<file path="src/rtl/uart_rx_fifo.sv">
// Receive buffer behind the UART receiver: first-word-fall-through FIFO
// with occupancy count, almost-full warning and a sticky overrun flag.
//
// Ports:
//   clk, reset        clock; asynchronous active-high reset
//   wr, w_data        push strobe (receiver done tick) and byte
//   rd                pop the entry currently shown on r_data
//   clr_overrun       one-cycle clear of the overrun flag
//   r_data            oldest stored byte (valid while empty=0)
//   empty, full       occupancy flags
//   almost_full       count >= AF_LEVEL
//   count             stored entries, 0..2^ADDR_W
//   overrun           sticky, set when a push is dropped
module uart_rx_fifo #(
  parameter int DATA_W   = 8,
  parameter int ADDR_W   = 4,
  parameter int AF_LEVEL = 12
) (
  input  logic              clk,
  input  logic              reset,
  input  logic              wr,
  input  logic [DATA_W-1:0] w_data,
  input  logic              rd,
  input  logic              clr_overrun,
  output logic [DATA_W-1:0] r_data,
  output logic              empty,
  output logic              full,
  output logic              almost_full,
  output logic [ADDR_W:0]   count,
  output logic              overrun
);

  localparam int DEPTH = 1 << ADDR_W;
  localparam logic [ADDR_W:0] FULL_CNT =
    (ADDR_W+1)'(DEPTH);
  localparam logic [ADDR_W:0] AF_CNT =
    (ADDR_W+1)'(AF_LEVEL);

  logic [DATA_W-1:0] mem [DEPTH];
  logic [ADDR_W-1:0] w_ptr;
  logic [ADDR_W-1:0] r_ptr;
  logic [ADDR_W:0]   cnt;
  logic              ovr;

  logic push;
  logic pop;
  logic drop;

  // Flags come only from registered count, so no input
  // reaches an output combinationally.
  assign empty       = (cnt == '0);
  assign full        = (cnt == FULL_CNT);
  assign almost_full = (cnt >= AF_CNT);
  assign count       = cnt;
  assign overrun     = ovr;
  assign r_data      = mem[r_ptr];

  // When full, a same-cycle pop frees the slot the push
  // lands in; when empty, a read is simply ignored.
  assign push = wr & (~full | rd);
  assign pop  = rd & ~empty;
  assign drop = wr & full & ~rd;

  always_ff @(posedge clk or posedge reset) begin
    if (reset) begin
      for (int i = 0; i < DEPTH; i++)
        mem[i] <= '0;
    end else if (push) begin
      mem[w_ptr] <= w_data;
    end
  end

  always_ff @(posedge clk or posedge reset) begin
    if (reset) begin
      w_ptr <= '0;
      r_ptr <= '0;
    end else begin
      if (push)
        w_ptr <= w_ptr + 1'b1;
      if (pop)
        r_ptr <= r_ptr + 1'b1;
    end
  end

  always_ff @(posedge clk or posedge reset) begin
    if (reset) begin
      cnt <= '0;
    end else begin
      unique case ({push, pop})
        2'b10:   cnt <= cnt + 1'b1;
        2'b01:   cnt <= cnt - 1'b1;
        default: cnt <= cnt;
      endcase
    end
  end

  // A drop wins over a simultaneous clear.
  always_ff @(posedge clk or posedge reset) begin
    if (reset)
      ovr <= 1'b0;
    else if (drop)
      ovr <= 1'b1;
    else if (clr_overrun)
      ovr <= 1'b0;
  end

endmodule

</file>
<file path="config.mk">
export PLATFORM = sky130hd
export DESIGN_NAME = uart_rx_fifo
export DESIGN_NICKNAME = d
export VERILOG_FILES = /design/src/rtl/uart_rx_fifo.sv
export SDC_FILE = /design/constraint.sdc
export NUM_CORES = 1
export LEC_CHECK = 0
export BUFFER_PORTS_ARGS = -buffer_cell sky130_fd_sc_hd__buf_2
export CORE_MARGIN = 4
export CORE_UTILIZATION = 60
export CTS_CLUSTER_DIAMETER = 150
export DETAILED_ROUTE_END_ITERATION = 8
export GPL_TIMING_DRIVEN = 1
export PLACE_DENSITY = 0.89
export SKIP_CTS_REPAIR_TIMING = 1
export SYNTH_ARGS = -nofsm -noshare
export SYNTH_HDL_FRONTEND = slang
export SYNTH_SLANG_ARGS = --single-unit
</file>
<file path="constraint.sdc">
create_clock -name clk -period 5.6 [get_ports clk]
set_input_delay 0.56 -clock clk [delete_from_list [all_inputs] [get_ports clk]]
set_output_delay 0.56 -clock clk [all_outputs]
set_load 0.05 [all_outputs]
</file>
* After elaboration in Yosys (flattened, before gate mapping)
Cells that the tools add are included.
Word-level totals: register bits 142, word-level logic and storage cells 54
Cells by class: add/sub/neg operators 4, magnitude comparators 4, eq/ne operators 3, multiplexer cells 9, bitwise gates (word level) 10, reductions and logical operators 4
Operators by type and width (number):
- bitwise mux 128 bit | 1
- binary-select mux 8 bit (select 4 bit) | 1
- demux 8 bit (select 4 bit) | 1
- 2-to-1 mux 8 bit | 3
- >= comparator 5 bit, second input constant | 2
- NOT 4 -> 5 bit | 2
- case mux 5 bit (2 select lines) | 1
- adder 4 x 1 -> 4 bit, second input constant | 2
- adder 5 x 1 -> 5 bit, second input constant | 1
- equality test 5 bit, second input constant | 1
- >= comparator 5 x 4 -> 1 bit, second input constant | 1
- zero test 5 bit | 1
- less-than comparator 5 x 1 -> 1 bit, second input constant | 1
- subtractor 5 x 1 -> 5 bit, second input constant | 1
- bitwise AND 1 bit | 4
- nonzero test 2 bit | 2
- NOT 1 bit | 3
- equality test 2 x 1 -> 1 bit, second input constant | 1
- equality test 2 bit, second input constant | 1
- 2-to-1 mux 1 bit | 2
- logical AND 1 bit | 1
- OR 1 bit | 1

* Longest topological paths before layout
Gate-level depths: netlist of run 1.
depth after elaboration 6, mapped depth 10, gate-level depth less buffers 9

* Worst setup path before layout of run 1
No wires, ideal clock.
path kind flip-flop to flip-flop, start reg cnt[0], in the netlist count[0], end reg cnt[4], in the netlist count[4], library setup time 143 ps, arrival 2958 ps, data required time 5457 ps, setup slack 2499 ps, stages on the path, launching flop included 11, buffers on the path 1, cell sequence dfrtp_1 or4_4 nor3_4 buf_6 or2b_2 ha_1 ha_1 a21o_1 a21oi_1 mux2i_1 xnor2_1
On the way: word-level cells in the longest chain between the ends 6
Ends and longest elaborated chain:
- from (decl) | line 42 | logic [ADDR_W:0] cnt;
- from (signal assigned) | line 90 | 2'b10: cnt <= cnt + 1'b1;
- from (signal assigned) | line 91 | 2'b01: cnt <= cnt - 1'b1;
- from (signal assigned) | line 92 | default: cnt <= cnt;
- equality test 5 bit | line 52 | assign full = (cnt == FULL_CNT);
- NOT 1 bit | line 60 | assign push = wr & (~full | rd);
- OR 1 bit | line 60
- bitwise AND 1 bit | line 60
- equality test 2 x 1 -> 1 bit or equality test 2 bit (tied branches) | line 89 | unique case ({push, pop})
- case mux 5 bit (2 select lines) or nonzero test 2 bit (tied branches)
Parallel ways exist; a longest one is shown, timed or not. A chain may end at the register's enable or synchronous reset.

* Worst setup path after layout of run 1
start reg r_ptr[0], end out r_data[3]
On the way: word-level cells in the longest chain between the ends 4
Ends and longest elaborated chain:
- from (decl) | line 41 | logic [ADDR_W-1:0] r_ptr;
- from (signal assigned) | line 81 | r_ptr <= r_ptr + 1'b1;
- NOT 4 -> 5 bit (implied by the code) | line 56 | assign r_data = mem[r_ptr];
- binary-select mux 8 bit (select 4 bit) | line 56
- 2-to-1 mux 8 bit (implied by the code) (2 in a row) | line 56
- to (decl) | line 25 | output logic [DATA_W-1:0] r_data,
No other way between the ends. The select of a mux whose other input is x is not followed.

==> impl_results.md, run 1 <==
- Status: complete, no violations
- Synthesized instance count: ~470
- Die Y: 118.5 µm
- Largest area contributor in the netlist: dfrtp_1
- CP Cell Sequence: buf_4, mux2i_1, a221oi_1, o21ai_0, nand2_1, buf_2
- Largest net degree at the start of global routing: 77
- CP max FO: 31
- Yosys reg bits: 142
- Setup-failing EPs final: 0
- Post-route non-filler standard cell count: 652
- CP peak stage delay: 0.97 ns
- Fin crit period: around 3.6 ns
- Antenna Nets Post-Route: 0
- Post-Route WL: 15590 µm
- Dpl hpwl: 9640 µm
- Routed vias/inst: around 6.3
- PortBufs: 29
- Peak supply drop: about 400 µV
- Drt drc: 0
- Area grow syn2layout: 10.49%
- Final period util: 64.04%
- Bufs and invs on worst path: 2
- Commonest non-fill, non-tap cell in the layout: dfrtp_1
- Dominant synthesized flop cell: dfrtp_1
- Asr flop ratio synth: 100.0%
- Yosys warning total: 0
- Syn Nets: 491
- CTS sink cnt: 142
- Vias in the first global route: 4463
- Total CTS buffers: 17
- Number of synthesized flops with an enable pin: 0
- Max-slew violations: 0
- Core Footprint: 0.01196 mm²
- Most frequent cells in the layout: dfrtp_1, mux2_4, mux2i_1, buf_2, nand2_1
- Slew headroom: between 30% and 40%
- Crit Path Class: reg -> out
- Netlist Area Pre-Place: 0.007325 mm²
- Initial DRC Count: 363
- First-pass GRT wire length: about 25000 µm
- Leakage power: ~3.6 nW
- Levels on crit path: 6
- Antenna violations before repair: 0
- Drt pass-1 iters: 4
- CTS tree: built
- Hold Path Class: in -> async
- Worst skew pair latency: approximately 0.42 ns
- Post-synth top area share: about half
- Sequential fraction of the synthesis area: 48.51%
- Layout cell share with drive strength beyond 1: 45.74%
- Synth area leaders: dfrtp_1, mux2_4, mux4_2
- Cell family with most CP delay: flip-flops
- CTS Root Cell: clkbuf_16
- Avg Inst Size Synth: 15.65 µm²
- Initial Utilization: 61.23%
- ANT cells: 0
- H-Tree Depth: 4
- Io pins: 30
- Setup TNS: 0 ns
- Clock skew after layout: 0.005984 ns
- RePlAce Congestion: about 0.85
- Max-cap viol count: 0
- Worst-margin pin slew: roughly 0.9 ns
- Reg2reg path depth: 10
- # rows: 40
- DR vias: 4085
- Placed insts: about 620
- GRT Residual Overflow: 0
- CP required: 5.04 ns
- Crit end category: output port
- CP max-delay cell: dfrtp_2
- Clock transition at the registers of the reported paths: 0.06 ns
- Startpoint type of the worst setup path: flip-flop
- Total GRT Usage: 23.62%
- Die Width: 118.5 µm
- RSZ-0062 raised after global routing: no
- Hold Vio Cnt, Final: 0
- Final core utilization: 67.66%
- PwrDens: 674.4 mW/mm²
- Post-synth cell types: 35
- Arr. time, crit path: ~3.0 ns
- Layout Nets: 517
- Clock buffer depth: 2
- WL/cell: 23.92 µm
- Max Freq: between 0.2 and 0.3 GHz
- Full die area: 0.01404 mm²
==> layout make-up <==
type / instances / area, µm²
Clock buffer: 22 / 464.2
Timing Repair Buffer: 34 / 182.7
Fill cell: 757 / 3869
Inverter: 6 / 27.53
Multi-Input combinational cell: 293 / 3612
Tap cell: 147 / 183.9
Clock inverter: 8 / 67.56
Sequential cell: 142 / 3555
==> metal layers <==
metal  part of all wire (%)  vias up  GRT usage, %
li1                       -     1773             -
met1                     43     2145         32.98
met4                    1.6        0         7.965
met5                      0        -             0
met3                    6.7       23         7.608
met2                     48      144         35.26
==> kinds of logic (layout without fill, tap and decap cells) <==
kind of cell / after synthesis / after routing / synth area share, %
mux: 180 / 180 / 36.13
flops: 142 / 142 / 48.51
simple gates: 53 / 53 / 6.235
compound gates: 40 / 40 / 3.946
buf+inv: 33 / 70 / 2.169
fa+ha+maj: 10 / 10 / 1.811
xor+xnor: 10 / 10 / 1.196
==> report_power, final <==
part	leakage, nW	internal, mW	total (mW)	switching [mW]
logic	1.64	1.25	2.48	1.23
registers	1.74	1.53	1.95	0.425
clock network	0.265	0.623	1.03	0.402
==> worst register-to-register path, delay by kind of cell, from the launching register on <==
family	cells	cell delay [ns]
flip-flops	1	0.44
AO/OA/AOI/OAI	2	0.40
adder cells (fa/ha/maj)	2	0.61
buffers and inverters	1	0.43
multiplexers	1	0.25
AND/OR/NAND/NOR	3	0.96
XOR/XNOR	1	0.14
==> synth_stat cells (all sizes together) (5+ instances only) <==
master,number
nand2,19
clkbuf,17
mux4,16
nor3,17
xnor2,7
ha,9
o21ai,11
buf,10
nand2b,5
mux2i,33
a221oi,16
dfrtp,142
mux2,131
a22oi,8
inv,6
==> through the flow <==
stage          instance area [µm²]  worst slack, ns  total power [mW]  hold slack, ns
2_1_floorplan                 7325            1.230             3.856          0.4764
3_3_place_gp                  7561            2.490             4.279          0.4868
3_5_place_dp                  7561            2.312             4.383          0.4928
4_1_cts                       8093            2.041             5.463          0.2815
5_1_grt                       8093            1.876             5.723          0.3113
6_report                      8093            2.014             5.458          0.2565
==> worst paths after layout <==
kind,start,end,slack [ns]
max in group asynchronous,reset,mem[25],4.05
setup reg to reg,count[0],count[4],2.29
setup / recovery,r_ptr[0],r_data[3],2.01
min in group clk,clr_overrun,overrun,0.35
hold reg to reg,mem[51],mem[51],0.51
hold / removal,reset,mem[29],0.26
==> state kept, by name (all words and copies together), names as in the netlist <==
signal / flops
w_ptr: 4
overrun: 1
mem: 128
r_ptr: 4
count: 5
Note: power is estimated with default switching activity, not from simulation.
==> run 2, diff against run 1 <==
ABC_AREA = 1   (was not set)
clock period = 3.8 ns   (was 5.6 ns; I/O delays follow)
==> run 2 against run 1 <==
First-iteration DRC count grew to 2.6 times the previous value. Clock power is 74% higher. Power is 42% higher. Critical path type unchanged. Largest power group unchanged.
==> impl_results.md, run 2 <==
- Commonest non-fill, non-tap cell in the layout: nand2_1
- Most frequent cells in the layout: nand2_1, dfrtp_1, nand4_1, nor2_1, nand3_1
- Net Sw Power: 3.520 mW (+71%)
- Vias in the first global route: 6925 (+55%)
- Synthesized instance count: 1061 (+130%)
- Core Footprint: 0.01277 mm² (+6.8%)
- Synth area leaders: dfrtp_1, nand2_1, nand4_1
- Status: complete, no violations
- Initial Utilization: 61.79% (+0.55 points)
- Layout Nets: 1070 (+110%)
- Worst-margin pin slew: 1.019 ns (+0.09668 ns)
- Setup TNS: 0 ns (unchanged)
- CP required: 3.42 ns (-1.62 ns)
- Total CTS buffers: 17 (unchanged)
- Setup-failing EPs final: 0 (unchanged)
- Arr. time, crit path: 2.59 ns (-0.44 ns)
- Max Freq: 0.3370 GHz
- ANT cells: 0 (unchanged)
- CTS sink cnt: 142 (unchanged)
- Post-synth cell types: 27 (-23%)
- Yosys reg bits: 142 (unchanged)
- Comb pwr share: 43.7% (-1.7 points)
- Reg2reg path depth: 11 (+1)
- Routed vias/inst: 6.027 (-3.8%)
- Max-slew violations: 0 (unchanged)
- Total GRT Usage: 30.19% (+6.6 points)
- Syn Nets: 1084 (+120%)
- CTS Root Cell: clkbuf_16
- First-pass GRT wire length: 35220 µm (+39%)
- Commonest cells in the netlist: nand2_1, dfrtp_1, nand4_1
- Tot Pwr: 7.774 mW (+42%)
- Dpl hpwl: 13030 µm (+35%)
- WL/cell: 17.45 µm (-27%)
- Max-cap viol count: 0 (unchanged)
- CP max FO: 25 (-19%)
- Clock transition at the registers of the reported paths: 0.06 ns (about the same)
- Largest area contributor in the netlist: dfrtp_1
- Io pins: 30 (unchanged)
- Drt pass-1 iters: 6 (+2)
- Peak supply drop: 831.4 µV (+110%)
- Dominant synthesized flop cell: dfrtp_1
- Slew headroom: 32.08% (-6.4 points)
- GRT Residual Overflow: 0 (unchanged)
- Power Internal: 4.254 mW (+25%)
- Cell with the most instances after synthesis: nand2_1
- Antenna violations before repair: 0 (unchanged)
- Post-layout instance area: 0.008645 mm² (+6.8%)
- Clock buffer depth: 2 (unchanged)
- Reg with most FFs: mem
- Reg power frac: 33.2% (-2.6 points)
- Hold Vio Cnt, Final: 0 (unchanged)
- Netlist Area Pre-Place: 0.007893 mm² (+7.8%)
- Full die area: 0.01505 mm² (+7.2%)
- PwrDens: 899.3 mW/mm² (+33%)
- Area grow syn2layout: 9.528%
- Dpl cell area: 0.008010 mm² (+5.9%)
- Clock power frac: 23.0% (+4.2 points)
- Die Y: 122.7 µm (+3.5%)
- Final period util: about 78%
- Post-synth top area share: 45.02% (-3.5 points)
- Sw frac: 45.28% (+7.6 points)
- # rows: 41 (+2.5%)
- Leakage power: 4.478 nW (+23%)
- H-Tree Depth: 4 (unchanged)
- Worst skew pair latency: 0.43 ns (about the same)
- RSZ-0062 raised after global routing: no
- Largest net degree at the start of global routing: 143 (+86%)
- Post-Route WL: 21500 µm (+38%)
- Startpoint type of the worst setup path: flip-flop
- Antenna Nets Post-Route: 0 (unchanged)
- Crit end category: output port
- Layout cell share with drive strength beyond 1: 10.94% (-35 points)
- Initial DRC Count: 930 (+160%)
- Final core utilization: 67.68% (about the same)
- Hold path cells: 2
- Clock skew after layout: 0.007570 ns (+0.001586 ns)
- Drt drc: 0 (unchanged)
- Hold Path Class: in -> reg
- Sequential fraction of the synthesis area: 45.02% (-3.5 points)
- Worst hold slack: 0.1424 ns (-0.1142 ns)
- Crit Path Class: reg -> out
- Largest register FFs: 128 (unchanged)
- Yosys warning total: 0 (unchanged)
- PortBufs: 29 (unchanged)
- Fin crit period: a little under 3 ns
- Asr flop ratio synth: 100.0% (unchanged)
- RePlAce Congestion: 0.9450 (+11%)
- Avg Inst Size Synth: 7.439 µm² (-52%)
- DR vias: 7425 (+82%)
- CTS tree: built
- Die Width: 122.7 µm (+3.5%)
- Number of synthesized flops with an enable pin: 0 (unchanged)
-- run 2: worst max-delay path, stage by stage, from the launching register on --
cell and delay [ns]:
dfrtp_1 0.55, clkinv_1 0.65, nor2_1 0.29, o21ai_0 0.12
nand3_1 0.10, nand2_1 0.08, nand2_1 0.10, buf_2 0.27
-- run 2: area by class of cell --
type / instances / area, µm²
Fill cell: 1062 / 4129
Multi-Input combinational cell: 785 / 3780
Sequential cell: 142 / 3555
Clock buffer: 22 / 474.2
Inverter: 65 / 247.7
Tap cell: 172 / 215.2
Timing Repair Buffer: 36 / 212.7
Clock inverter: 10 / 160.2
-- run 2: kinds of logic (layout without fill, tap and decap cells) --
kind of cell | count (synthesis) | in the layout | share of synthesized area, %
AO/OA/AOI/OAI | 17 | 17 | 1.094
XOR/XNOR | 4 | 4 | 0.4440
adder cells (fa/ha/maj) | 10 | 10 | 1.680
flip-flops | 142 | 142 | 45.02
buffers and inverters | 134 | 133 | 7.197
AND/OR/NAND/NOR | 754 | 754 | 44.56
-- run 2: path summary, 6_finish.rpt --
check / start / endpoint / slack [ns]
setup / recovery: r_ptr[1] / r_data[1] / 0.83
hold / removal: clr_overrun / overrun / 0.14
setup reg to reg: count[0] / count[4] / 1.42
hold reg to reg: mem[23] / mem[23] / 0.47
max in group asynchronous: reset / mem[113] / 3.03
min in group asynchronous: reset / mem[98] / 0.15
-- run 2: stage by stage --
stage                     setup WS, ns  cells
after global placement           1.327   1200
after detailed placement         1.340   1200
final                           0.8324   1232
after floorplan                  1.292   1061
after CTS                       0.8852   1232
after global routing            0.6384   1232
-- run 2: per-layer routing --
metal	track usage (%)	part of all wire (%)
met5	0	0
met4	15.54	4.3
met3	6.406	8.7
met2	47.22	47
met1	39.73	40
-- run 2: power groups by stage --
| stage | sequential [mW] | combinational, mW | clock, mW |
|---|---|---|---|
| final | 2.58 | 3.40 | 1.79 |
| after global routing | 2.66 | 3.77 | 1.86 |
| after CTS | 2.57 | 3.37 | 1.80 |
| after detailed placement | 2.57 | 3.35 | 0 |
| after global placement | 2.56 | 3.27 | 0 |
| after floorplan | 2.54 | 2.53 | 0 |
==> run 3, diff against run 2 <==
clock period = 3 ns   (was 3.8 ns; I/O delays follow)
==> run 3 against run 2 <==
Final area is 1.1% higher. Core utilization is 0.76 points higher. Via count is 0.23% higher. Sequential share of layout area shrank 0.46 points. Power rose by 31%. Count of clock-buffer cells in the layout down 2. Die area unchanged. Register-to-register slack got worse by 0.85 ns. Combinational power is 30% higher. Sequential cell count did not move. Largest cell class unchanged.
==> impl_results.md, run 3 (synthesized netlist as in run 2, its figures left out) <==
- CTS sink cnt: 142 (unchanged)
- Number of fill cells: 968 (-8.9%)
- Clock skew after layout: 0.005417 ns (-0.002154 ns)
- Die Width: 122.7 µm (unchanged)
- Post-Route WL: 22070 µm (+2.6%)
- Drt drc: 0 (unchanged)
- Clock buffer depth: 2 (unchanged)
- Die Y: 122.7 µm (unchanged)
- Initial Utilization: 61.79% (unchanged)
- CP required: 2.70 ns (-0.72 ns)
- Hold Vio Cnt, Final: 0 (unchanged)
- Total CTS buffers: 17 (unchanged)
- Dpl hpwl: 13260 µm (+1.8%)
- Clock transition at the registers of the reported paths: 0.06 ns (about the same)
- DR vias: 7442 (+0.23%)
- Peak supply drop: 800.4 µV (-3.7%)
- Max-cap viol count: 0 (unchanged)
- ANT cells: 0 (unchanged)
- Power Internal: 5.659 mW (+33%)
- Area grow syn2layout: 10.76%
- Layout Nets: 1070 (unchanged)
- Sw frac: 44.39% (-0.89 points)
- Most frequent cells in the layout: nand2_1, dfrtp_1, nand4_1, nor2_1, nand3_1
- Comb pwr share: 43.4% (-0.3 points)
- Net Sw Power: 4.518 mW (+28%)
- Antenna violations before repair: 0 (unchanged)
- Crit end category: output port
- Final period util: 90.59%
- PwrDens: 1164 mW/mm² (+29%)
- Largest register FFs: 128 (unchanged)
- Leakage power: 4.523 nW (+1.0%)
- CTS tree: built
- First-pass GRT wire length: 36620 µm (+4.0%)
- Fin crit period: approximately 2.7 ns
- Layout cell share with drive strength beyond 1: 11.04% (+0.094 points)
- Setup-failing EPs final: 0 (unchanged)
- Vias in the first global route: 7193 (+3.9%)
- Max Freq: 0.3679 GHz
- Max-slew violations: 0 (unchanged)
- Startpoint type of the worst setup path: flip-flop
- Status: complete, no violations
- Reg power frac: 32.1% (-1.1 points)
- RSZ-0062 raised after global routing: no
- Worst-margin pin slew: 0.9718 ns (-0.04706 ns)
- Total GRT Usage: 31.29% (+1.1 points)
- Routed vias/inst: 6.041 (+0.23%)
- CTS Root Cell: clkbuf_16
- RePlAce Congestion: 0.8900 (-5.8%)
- Crit Path Class: reg -> out
- # rows: 41 (unchanged)
- Reg with most FFs: mem
- Arr. time, crit path: 2.42 ns (-0.17 ns)
- Largest net degree at the start of global routing: 148 (+3.5%)
- Core Footprint: 0.01277 mm² (unchanged)
- Worst skew pair latency: 0.43 ns (about the same)
- PortBufs: 29 (unchanged)
- Antenna Nets Post-Route: 0 (unchanged)
- H-Tree Depth: 4 (unchanged)
- WL/cell: 17.91 µm (+2.6%)
- Io pins: 30 (unchanged)
- Clock power frac: 24.5% (+1.5 points)
- Tot Pwr: 10.18 mW (+31%)
- Hold Path Class: in -> reg
- Setup TNS: 0 ns (unchanged)
- Initial DRC Count: 1097 (+18%)
- GRT Residual Overflow: 0 (unchanged)
- Drt pass-1 iters: 5 (-1)
- Slew headroom: 35.21% (+3.1 points)
- Commonest non-fill, non-tap cell in the layout: nand2_1
- Full die area: 0.01505 mm² (unchanged)
- CP max FO: 18 (-28%)
==> run 3: layout make-up <==
cell class | count | area (µm²) | share of cell area (%)
sequential | 142 | 3555 | 40.66
timing repair buffer | 36 | 250.2 | 2.862
clock inverter | 12 | 237.7 | 2.719
inverter | 65 | 247.7 | 2.834
multi-input combinational | 785 | 3780 | 43.24
clock buffer | 20 | 456.7 | 5.224
tap | 172 | 215.2 | 2.462
==> run 3: path summary, 6_finish.rpt <==
kind                             start   endpoint  slack, ns  cells past startpoint
hold / removal             clr_overrun    overrun       0.07                      2
setup / recovery              r_ptr[2]  r_data[5]       0.28                      8
max in group asynchronous        reset   mem[101]       2.30                      3
hold reg to reg                mem[35]    mem[35]       0.47                      2
setup reg to reg              count[0]   count[4]       0.57                     11
min in group asynchronous        reset    overrun       0.08                      3
==> run 3: metal layers <==
metal  vias up  track usage, %  wire length, µm
met5         -               0                0
met4         0           19.73             1367
met3       108           6.636             1991
met2       427           46.98            10070
met1      3478           41.35             8637
li1       3429               -                -
==> run 3: stage by stage <==
step | hold slack (ns) | std cells | area [µm²] | setup WS [ns] | util (%)
final | 0.06645 | 1232 | 8742 | 0.2822 | 68.44
after global routing | 0.05502 | 1232 | 8742 | 0.1742 | 68.44
after CTS | 0.05692 | 1232 | 8742 | 0.3142 | 68.44
after detailed placement | 0.4539 | 1200 | 8048 | 0.5961 | 63.00
after global placement | 0.4452 | 1200 | 8048 | 0.7100 | 63.00
after floorplan | 0.4079 | 1061 | 7896 | 0.4917 | -
==> run 3: power by group through the flow <==
stage / combinational, mW / sequential [mW] / clock (mW)
2_1_floorplan: 3.20 / 3.22 / 0
3_3_place_gp: 4.22 / 3.23 / 0
3_5_place_dp: 4.32 / 3.26 / 0
4_1_cts: 4.37 / 3.25 / 2.50
5_1_grt: 4.89 / 3.36 / 2.59
6_report: 4.41 / 3.27 / 2.50
==> run 3: worst max-delay path: stages, from the launching register on <==
cell	delay, ns
dfrtp_1	0.39
inv_2	0.19
nor2_2	0.63
nand3_1	0.21
nand2_1	0.20
nor2_1	0.06
nand2_1	0.05
nand2_1	0.06
buf_2	0.20
